`src/rtl/mem_dma_pkg.sv`:
```
// mem_dma_pkg: shared FSM state encoding and mode constants for mem_dma
package mem_dma_pkg;
  typedef enum logic [1:0] {
    IDLE = 2'd0,
    RD   = 2'd1,
    WR   = 2'd2,
    DONE = 2'd3
  } state_t;
  localparam logic MODE_COPY = 1'b0;
  localparam logic MODE_FILL = 1'b1;
endpackage

```
`src/rtl/mem_dma_if.sv`:
```
// mem_dma_if: data memory port (addr/din/we out, combinational dout back)
// master: the initiator driving addr/din/we; slave: the memory answering with dout
interface mem_dma_if #(parameter int AW = 8);
  logic [AW-1:0] mem_addr;
  logic [7:0]    mem_din;
  logic          mem_we;
  logic [7:0]    mem_dout;
  modport master (output mem_addr, mem_din, mem_we, input mem_dout);
  modport slave  (input mem_addr, mem_din, mem_we, output mem_dout);
endinterface

```
`src/rtl/mem_dma.sv`:
```
// mem_dma: byte copy/fill initiator that owns the data memory port while busy
// Ports: clk, rst (async, active-high); start/mode/src/dst/len/fill_val request,
// latched when start is accepted in IDLE; busy while transferring; done one-cycle pulse;
// mem (mem_dma_if.master) memory port. Optional MEM_DMA_CHECKSUM_EN adds an 8-bit
// checksum output summing every written byte of the last transfer.
module mem_dma
  import mem_dma_pkg::*;
#(
  parameter int AW = 8
) (
  input  logic          clk,
  input  logic          rst,
  input  logic          start,
  input  logic          mode,
  input  logic [AW-1:0] src,
  input  logic [AW-1:0] dst,
  input  logic [AW-1:0] len,
  input  logic [7:0]    fill_val,
  output logic          busy,
  output logic          done,
`ifdef MEM_DMA_CHECKSUM_EN
  output logic [7:0]    checksum,
`endif
  mem_dma_if.master     mem
);
  state_t        state, state_nx;
  logic          mode_r;
  logic [AW-1:0] src_r, dst_r, len_r, i;
  logic [7:0]    fill_r, data_r;
  logic [AW-1:0] i_nx;
  logic [7:0]    wr_data;
  logic          accept;
  assign i_nx    = i + AW'(1);
  assign wr_data = mode_r == MODE_COPY ? data_r : fill_r;
  assign accept  = state == IDLE && start;
  always_ff @(posedge clk or posedge rst) begin
    if (rst) begin
      state  <= IDLE;
      mode_r <= MODE_COPY;
      src_r  <= '0;
      dst_r  <= '0;
      len_r  <= '0;
      fill_r <= '0;
      data_r <= '0;
      i      <= '0;
    end else begin
      state <= state_nx;
      if (accept) begin
        mode_r <= mode;
        src_r  <= src;
        dst_r  <= dst;
        len_r  <= len;
        fill_r <= fill_val;
        i      <= '0;
      end
      if (state == RD) data_r <= mem.mem_dout;
      if (state == WR) i <= i_nx;
    end
  end
`ifdef MEM_DMA_CHECKSUM_EN
  always_ff @(posedge clk or posedge rst) begin
    if (rst) checksum <= '0;
    else if (accept) checksum <= '0;
    else if (state == WR) checksum <= checksum + wr_data;
  end
`endif
  always_comb begin
    state_nx     = state;
    busy         = state == RD || state == WR;
    done         = state == DONE;
    mem.mem_we   = state == WR;
    mem.mem_addr = state == RD ? src_r + i : state == WR ? dst_r + i : '0;
    mem.mem_din  = state == WR ? wr_data : '0;
    case (state)
      IDLE: state_nx = !start ? IDLE : len == '0 ? DONE : mode == MODE_COPY ? RD : WR;
      RD:   state_nx = WR;
      WR:   state_nx = i_nx == len_r ? DONE : mode_r == MODE_COPY ? RD : WR;
      DONE: state_nx = IDLE;
      default: state_nx = IDLE;
    endcase
  end
endmodule

```
`src/flat_wrapper.sv`:
```
// flat-port wrapper written by rule: the top's interface ports become plain ports
module mem_dma_flat import mem_dma_pkg::*;
#(
  parameter int AW = 8
)
  (clk, rst, start, mode, src, dst, len, fill_val, busy, done, mem_mem_addr, mem_mem_din, mem_mem_we, mem_mem_dout);
  mem_dma_if #(.AW(AW)) mem_i ();
  input  logic clk;
  input  logic rst;
  input  logic start;
  input  logic mode;
  input  logic [AW-1:0] src;
  input  logic [AW-1:0] dst;
  input  logic [AW-1:0] len;
  input  logic [7:0] fill_val;
  output logic busy;
  output logic done;
  output wire logic [$bits(mem_i.mem_addr)-1:0] mem_mem_addr;
  output wire logic [$bits(mem_i.mem_din)-1:0] mem_mem_din;
  output wire logic [$bits(mem_i.mem_we)-1:0] mem_mem_we;
  input wire logic [$bits(mem_i.mem_dout)-1:0] mem_mem_dout;
  assign mem_mem_addr = mem_i.mem_addr;
  assign mem_mem_din = mem_i.mem_din;
  assign mem_mem_we = mem_i.mem_we;
  assign mem_i.mem_dout = mem_mem_dout;
  mem_dma #(.AW(AW)) u_core (.clk(clk), .rst(rst), .start(start), .mode(mode), .src(src), .dst(dst), .len(len), .fill_val(fill_val), .busy(busy), .done(done), .mem(mem_i));
endmodule
```
`config.mk`:
```
export PLATFORM = sky130hd
export DESIGN_NAME = mem_dma_flat
export DESIGN_NICKNAME = d
export VERILOG_FILES = /design/src/rtl/mem_dma_pkg.sv /design/src/rtl/mem_dma_if.sv /design/src/rtl/mem_dma.sv /design/src/flat_wrapper.sv
export SDC_FILE = /design/constraint.sdc
export NUM_CORES = 1
export LEC_CHECK = 0
export BUFFER_PORTS_ARGS = -buffer_cell sky130_fd_sc_hd__buf_2
export CAP_MARGIN = 20
export CELL_PAD_IN_SITES_DETAIL_PLACEMENT = 0
export CELL_PAD_IN_SITES_GLOBAL_PLACEMENT = 1
export CORE_MARGIN = 8
export CORE_UTILIZATION = 25
export DETAILED_ROUTE_END_ITERATION = 8
export MAX_ROUTING_LAYER = met4
export PLACE_DENSITY_LB_ADDON = 0.1
export SYNTH_ARGS = -nofsm -noshare
export SYNTH_HDL_FRONTEND = slang
export SYNTH_SLANG_ARGS = --single-unit
```
`constraint.sdc`:
```
create_clock -name clk -period 3.3 [get_ports clk]
set_clock_uncertainty 0.2 [all_clocks]
set_input_delay 0.66 -clock clk [delete_from_list [all_inputs] [get_ports clk]]
set_output_delay 0.66 -clock clk [all_outputs]
set_load 0.1 [all_outputs]
```
==> tab_implementation.tex, run 1 <==
\begin{tabular}{lr}
\hline
Metric & Value \\
\hline
\multicolumn{2}{l}{\textbf{Yosys}} \\
Synth async-reset ratio & 1.00 \\
EDFF count, synth & 0 \\
Count of state elements after synthesis & 51 \\
Fraction of the yosys area taken by sequential cells & 0.407 \\
Synth Instances & 288 \\
Syn Area/Cell & 10.9 um2 \\
Predominant post-synthesis flop cell & dfrtp\_1 \\
Post-synthesis net count & 354 \\
Count of yosys warnings during synthesis & 0 \\
Post-synth design cell area & 3140 um2 \\
Synth cell types & 46 \\
\multicolumn{2}{l}{\textbf{CTS}} \\
CTS H-tree lvls & 2 \\
Number of buffers on the longest clock path & 2 \\
Number of clock buffers inserted by TritonCTS & 5 \\
Hold-fix buffer count after cts & 0 \\
Count of clock tree sinks & 51 \\
Clock edge transition at the registers on the reported setup and hold paths & 70 ps \\
Clock tree from TritonCTS & yes \\
Worst-Skew Late Latency & 290 ps \\
Clock root buffer & clkbuf\_16 \\
\multicolumn{2}{l}{\textbf{Outcome}} \\
Run status & completed \\
\multicolumn{2}{l}{\textbf{Route}} \\
Iteration-0 DRC count of the detailed router & 78 \\
Number of detailed-route iterations in the first pass & 4 \\
Via count & 2,374 \\
DRC & 0 \\
Number of nets with antenna violations after detailed routing & 0 \\
Per-cell via count in the routed design & 4.50 \\
Routed wire length & 8280 um \\
Wire per inst & 15.7 um \\
\multicolumn{2}{l}{\textbf{Critical path}} \\
Launch point of the worst reg-to-reg path & u\_core.i[1] \\
Path depth of the worst reg2reg path & 8 \\
Arrival time at the worst endpoint & 2310 ps \\
Kind of capture point of the worst setup path & output pin \\
Worst reg2reg path endpoint & u\_core.state[0] \\
Crit path launch type & flip-flop \\
Flop2flop setup slack & 970 ps \\
CP Max Fanout & 5 \\
Required arrival time at the worst endpoint & 2440 ps \\
Kind of critical path & flip-flop to output pin \\
Critical path origin & u\_core.i[1] \\
Worst setup endpoint & mem\_mem\_addr[7] \\
\multicolumn{2}{l}{\textbf{Floorplan}} \\
Ports placed on the boundary & 63 \\
Area of the die & 16,400 um2 \\
Die width & 128 um \\
Initial Utilization & 0.253 \\
Standard-cell rows & 41 \\
Placeable core region & 12,400 um2 \\
Floorplan die height & 128 um \\
\multicolumn{2}{l}{\textbf{Timing}} \\
Final-layout setup total negative slack & 0 ps \\
Worst slew margin & 0.622 \\
Min cycle time layout & 3170 ps \\
Period utilisation layout & 0.961 \\
Slew at the pin closest to its max-slew limit & 567 ps \\
Max-slew violation count & 0 \\
Highest achievable clock rate & 0.315 GHz \\
Setup violations, final & 0 \\
Fin Hold WS & 208 ps \\
Number of failing hold endpoints at the final stage & 0 \\
RSZ-0062 raised after global routing & yes \\
\multicolumn{2}{l}{\textbf{Flow run}} \\
Number of maximum-capacitance violations & 0 \\
\multicolumn{2}{l}{\textbf{Finish}} \\
Antenna Diode Count & 0 \\
Area grow syn2layout & 28.5\% \\
Net count of the finished layout & 421 \\
Fraction of final layout cells sized beyond drive strength 1 & 0.419 \\
\multicolumn{2}{l}{\textbf{Worst hold path}} \\
Worst hold-check path type & primary input to asynchronous set/reset pin \\
\multicolumn{2}{l}{\textbf{Global routing}} \\
Gr ovfl total & 0 \\
Global-route wire length before repair & 13,600 um \\
Global-route total usage across every layer & 0.109 \\
Vias in the first global route & 2,607 \\
Largest net degree at the start of global routing & 52 \\
Initial antenna violation count & 0 \\
\multicolumn{2}{l}{\textbf{Placement}} \\
Quantity of I/O buffers inserted on ports & 62 \\
Final GP Congestion & 0.710 \\
Half-perimeter wire length after detailed placement & 6260 um \\
\hline
\end{tabular}
how the worst min path moves through the flow:
stage,start,to,slack (ps),cells after the start
final,rst,u_core.fill_r[6],210,3
after global routing,rst,u_core.fill_r[6],230,3
after CTS,rst,u_core.data_r[6],220,3
after detailed placement,u_core.data_r[5],u_core.data_r[5],290,1
after global placement,u_core.data_r[4],u_core.data_r[4],290,1
after floorplan,u_core.fill_r[7],u_core.fill_r[7],280,1
per-layer routing:
layer	global-route usage	wire, um	up-vias
met2	0.174	3860	58
met1	0.134	3990	1144
met3	0.0300	383	4
met5	-	0	-
met4	0.0224	47	0
li1	-	-	1168
critical path, stage by stage (launching register included):
cell and delay (ps):
dfrtp_2 450, ha_1 300, a21o_1 190, a2111oi_0 410, o21ai_0 160, mux2i_1 140, a21o_2 220, buf_12 170
repair_timing:
item	CTS	global route
setup endpoints to repair	2	3
buffers inserted	0	2
resized for setup	3	5
layout by cell type, fill, tap and decap left out, drive strengths merged, types with 3 or more instances in the layout:
cell type / netlist / layout
o211ai: 5 / 5
a2111oi: 3 / 3
xnor2: 13 / 13
ha: 20 / 20
a21oi: 8 / 8
mux2: 41 / 41
buf: 7 / 75
a22o: 3 / 3
clkbuf: 8 / 6
dfrtp: 51 / 51
xor2: 8 / 8
o21a: 4 / 4
o21ai: 12 / 12
nand3: 5 / 5
nor2b: 5 / 5
nand2: 26 / 26
mux2i: 12 / 12
inv: 7 / 8
nor2: 15 / 15
o2111ai: 3 / 3
a21o: 5 / 5
final cells by class:
cell class	count	area (um2)
clock inverters	2	16.3
well taps	172	215
inverters	8	30.0
repair buffers	75	538
flip-flops and latches	51	1280
multi-input cells	214	1820
clock buffers	6	129
fillers	1341	8380
synthesized netlist by cell type (all sizes together), types with 2 or more instances:
cell	number	area [um2]
nor2	15	56.3
nor2b	5	31.3
o21ai	12	60.1
fa	2	40.0
buf	7	36.3
a22o	3	26.3
a21oi	8	40.0
inv	7	26.3
o2111ai	3	26.3
xnor2	13	114
nand2	26	97.6
a31o	2	17.5
dfrtp	51	1280
nand4	2	12.5
xor2	8	70.1
mux2	41	462
a211o	2	17.5
a2111oi	3	32.5
o211ai	5	37.5
o21a	4	30.0
nand3	5	25.0
ha	20	250
a21o	5	37.5
clkbuf	8	30.0
nor4	2	12.5
and2	2	12.5
mux2i	12	120
logic make-up after synthesis:
family / after synthesis / synth area share
AO/OA/AOI/OAI: 52 / 0.117
XOR/XNOR: 23 / 0.0734
adder cells (fa/ha/maj): 22 / 0.0925
buffers and inverters: 23 / 0.0307
flip-flops: 51 / 0.407
multiplexers: 53 / 0.185
AND/OR/NAND/NOR: 64 / 0.0945
flip-flops by register name, indices dropped and copies added, names as in the netlist:
name	flops
u_core.len_r	8
u_core.fill_r	8
u_core.i	8
u_core.dst_r	8
u_core.state	2
u_core.data_r	8
u_core.mode_r	1
u_core.src_r	8
stage by stage:
step | std cells | util | instance area (um2) | setup slack [ps]
global route | 528 | 0.325 | 4030 | -17.5
detailed placement | 518 | 0.311 | 3860 | 255
finish | 528 | 0.325 | 4030 | 128
floorplan | 288 | - | 3180 | 45.3
global placement | 518 | 0.311 | 3860 | 305
CTS | 526 | 0.323 | 4000 | 2.64
Power of run 1 is not shown: default switching activity piles up to over one toggle a cycle in this logic, so the estimate is an artifact.
==> inputs of run 2 (changes only) <==
--- a/config.mk
+++ b/config.mk
@@ -15,3 +15,3 @@
 export MAX_ROUTING_LAYER = met4
-export PLACE_DENSITY_LB_ADDON = 0.1
+export PLACE_DENSITY_LB_ADDON = 0.12
 export SYNTH_ARGS = -nofsm -noshare
--- a/constraint.sdc
+++ b/constraint.sdc
@@ -4,2 +4,2 @@
 set_output_delay 0.66 -clock clk [all_outputs]
-set_load 0.1 [all_outputs]
+set_load 0.005 [all_outputs]
==> run 2 against run 1 <==
Final cell count fell by 0.57%; via count rose by 0.34%; utilization fell by 1.6 points; critical path type unchanged.
==> tab_implementation.tex, run 2 (synthesis gave the netlist of run 1 again) <==
\begin{tabular}{lr}
\hline
Metric & Value \\
\hline
\multicolumn{2}{l}{\textbf{CTS}} \\
Number of clock buffers inserted by TritonCTS & 5 \\
Hold-fix buffer count after cts & 0 \\
CTS resizes & 0 \\
Number of buffers on the longest clock path & 2 \\
Clock tree from TritonCTS & yes \\
Count of clock tree sinks & 51 \\
Worst-Skew Late Latency & 300 ps \\
Buffers inserted by post-CTS timing repair & 0 \\
Clock root buffer & clkbuf\_16 \\
Clock edge transition at the registers on the reported setup and hold paths & 70 ps \\
CTS H-tree lvls & 2 \\
\multicolumn{2}{l}{\textbf{Pwr}} \\
Maximum VDD drop & 298 uV \\
Gate power share & 0.532 \\
Leakage power & 0.00177 uW \\
PD cells & 1010 nW/um2 \\
Internal Power & 2320 uW \\
Share of total power consumed by net switching & 0.402 \\
Share of power burned in the clock network & 0.141 \\
Switching power total & 1560 uW \\
Final Total Pwr & 3880 uW \\
Reg power frac & 0.327 \\
\multicolumn{2}{l}{\textbf{Global routing}} \\
Vias in the first global route & 2,615 \\
Largest net degree at the start of global routing & 23 \\
Global-route total usage across every layer & 0.111 \\
Global-route wire length before repair & 13,600 um \\
Initial antenna violation count & 1 \\
Gr ovfl total & 0 \\
\multicolumn{2}{l}{\textbf{Route}} \\
Amount of wire on met3 after detailed routing & 423 um \\
Wire per inst & 16.0 um \\
Iteration-0 DRC count of the detailed router & 101 \\
Routed wire length & 8380 um \\
Number of detailed-route iterations in the first pass & 4 \\
Number of nets with antenna violations after detailed routing & 0 \\
Met2 routed WL & 3830 um \\
Per-cell via count in the routed design & 4.54 \\
Via count & 2,382 \\
DRC & 0 \\
Highest metal layer with signal wires & met4 \\
Wire length on met1 & 3970 um \\
\multicolumn{2}{l}{\textbf{Timing}} \\
Worst slew margin & 0.618 \\
Number of failing hold endpoints at the final stage & 0 \\
Setup violations, final & 0 \\
Min cycle time layout & 3150 ps \\
Period utilisation layout & 0.955 \\
Slew at the pin closest to its max-slew limit & 572 ps \\
Highest achievable clock rate & 0.317 GHz \\
Max-slew violation count & 0 \\
Final-layout setup total negative slack & 0 ps \\
RSZ-0062 raised after global routing & no \\
\multicolumn{2}{l}{\textbf{Finish}} \\
Net count of the finished layout & 417 \\
Fill cells & 1,336 \\
Fraction of final layout cells sized beyond drive strength 1 & 0.361 \\
Final cell count without fillers & 525 \\
Most frequent cells in the layout & buf\_2, dfrtp\_1, mux2\_2 \\
Area grow syn2layout & 22.2\% \\
Leading cell type in the layout, fill and taps excluded & buf\_2 \\
\multicolumn{2}{l}{\textbf{Placement}} \\
Half-perimeter wire length after detailed placement & 6520 um \\
Final GP Congestion & 0.721 \\
Total instance count after detailed placement & 516 \\
Quantity of I/O buffers inserted on ports & 62 \\
\multicolumn{2}{l}{\textbf{Critical path}} \\
CP Max Fanout & 9 \\
Required arrival time at the worst endpoint & 2440 ps \\
Arrival time at the worst endpoint & 2290 ps \\
Crit path launch type & flip-flop \\
Kind of critical path & flip-flop to output pin \\
Kind of capture point of the worst setup path & output pin \\
\multicolumn{2}{l}{\textbf{Floorplan}} \\
Placeable core region & 12,400 um2 \\
Floorplan die height & 128 um \\
Area of the die & 16,400 um2 \\
Ports placed on the boundary & 63 \\
Initial Utilization & 0.253 \\
Standard-cell rows & 41 \\
Die width & 128 um \\
\multicolumn{2}{l}{\textbf{Flow run}} \\
Number of maximum-capacitance violations & 0 \\
\multicolumn{2}{l}{\textbf{Worst hold path}} \\
Worst hold-check path type & primary input to asynchronous set/reset pin \\
\multicolumn{2}{l}{\textbf{Outcome}} \\
Run status & completed \\
\hline
\end{tabular}
==> run 2: cell count changes in the layout (fill, tap and decap cells not counted), moves of 2 or more <==
cell       delta
ha_2          -2
nor2_1        +6
a22o_2        -3
buf_4         -3
a2111oi_1     +2
a21o_2        -2
a22o_1        +3
buf_2         +7
nor2_2        -6
buf_12        -8
ha_1          +2
a21o_1        +2
==> run 2: through the flow <==
| step | utilization | setup WS, ps | area, um2 | hold WS (ps) |
|---|---|---|---|---|
| after global routing | 0.309 | 8.85 | 3830 | 147 |
| after detailed placement | 0.296 | 364 | 3680 | 294 |
| after global placement | 0.296 | 373 | 3680 | 292 |
| after CTS | 0.308 | 20.1 | 3820 | 126 |
| after floorplan | - | 612 | 3140 | 279 |
| final | 0.309 | 148 | 3830 | 124 |
==> run 2: power by group through the flow <==
stage	clock, uW	sequential, uW	combinational [uW]
after detailed placement	0	1290	2090
after CTS	581	1280	2100
after floorplan	0	1110	1590
after global routing	594	1330	2320
final	548	1270	2070
after global placement	0	1280	2100
==> run 2: per-layer routing <==
metal | global-route usage | vias up
met5 | - | -
met3 | 0.0316 | 10
li1 | - | 1158
met2 | 0.173 | 61
met1 | 0.134 | 1153
met4 | 0.0441 | 0
==> run 2: layout make-up <==
cell class,instances,area (um2),share of cell area
inverters,8,30.0,0.00783
diodes,1,2.50,0.000653
well taps,172,215,0.0561
clock buffers,6,129,0.0336
clock inverters,2,16.3,0.00424
multi-input cells,214,1770,0.462
repair buffers,71,390,0.102
flip-flops and latches,51,1280,0.333
==> run 2: path summary, 6_finish.rpt <==
kind | start | endpoint | slack [ps] | cells past startpoint
worst min-delay path | rst | u_core.fill_r[5] | 120 | 2
min in group clk | u_core.fill_r[1] | u_core.fill_r[1] | 310 | 1
worst min register to register | u_core.fill_r[1] | u_core.fill_r[1] | 310 | 1
worst max register to register | u_core.i[1] | u_core.state[0] | 1030 | 7
max in group asynchronous | rst | u_core.i[2] | 2120 | 3
worst max-delay path | u_core.i[0] | mem_mem_addr[6] | 150 | 8
==> run 2: critical path, stage by stage (launching register included) <==
cell and delay [ps]:
dfrtp_2 470, ha_1 250, fa_1 410, a21o_1 190, o21ai_1 160, a21oi_1 100
xor2_1 150, a21o_1 160, buf_2 120
No activity file was read; power rests on OpenSTA's default activity.
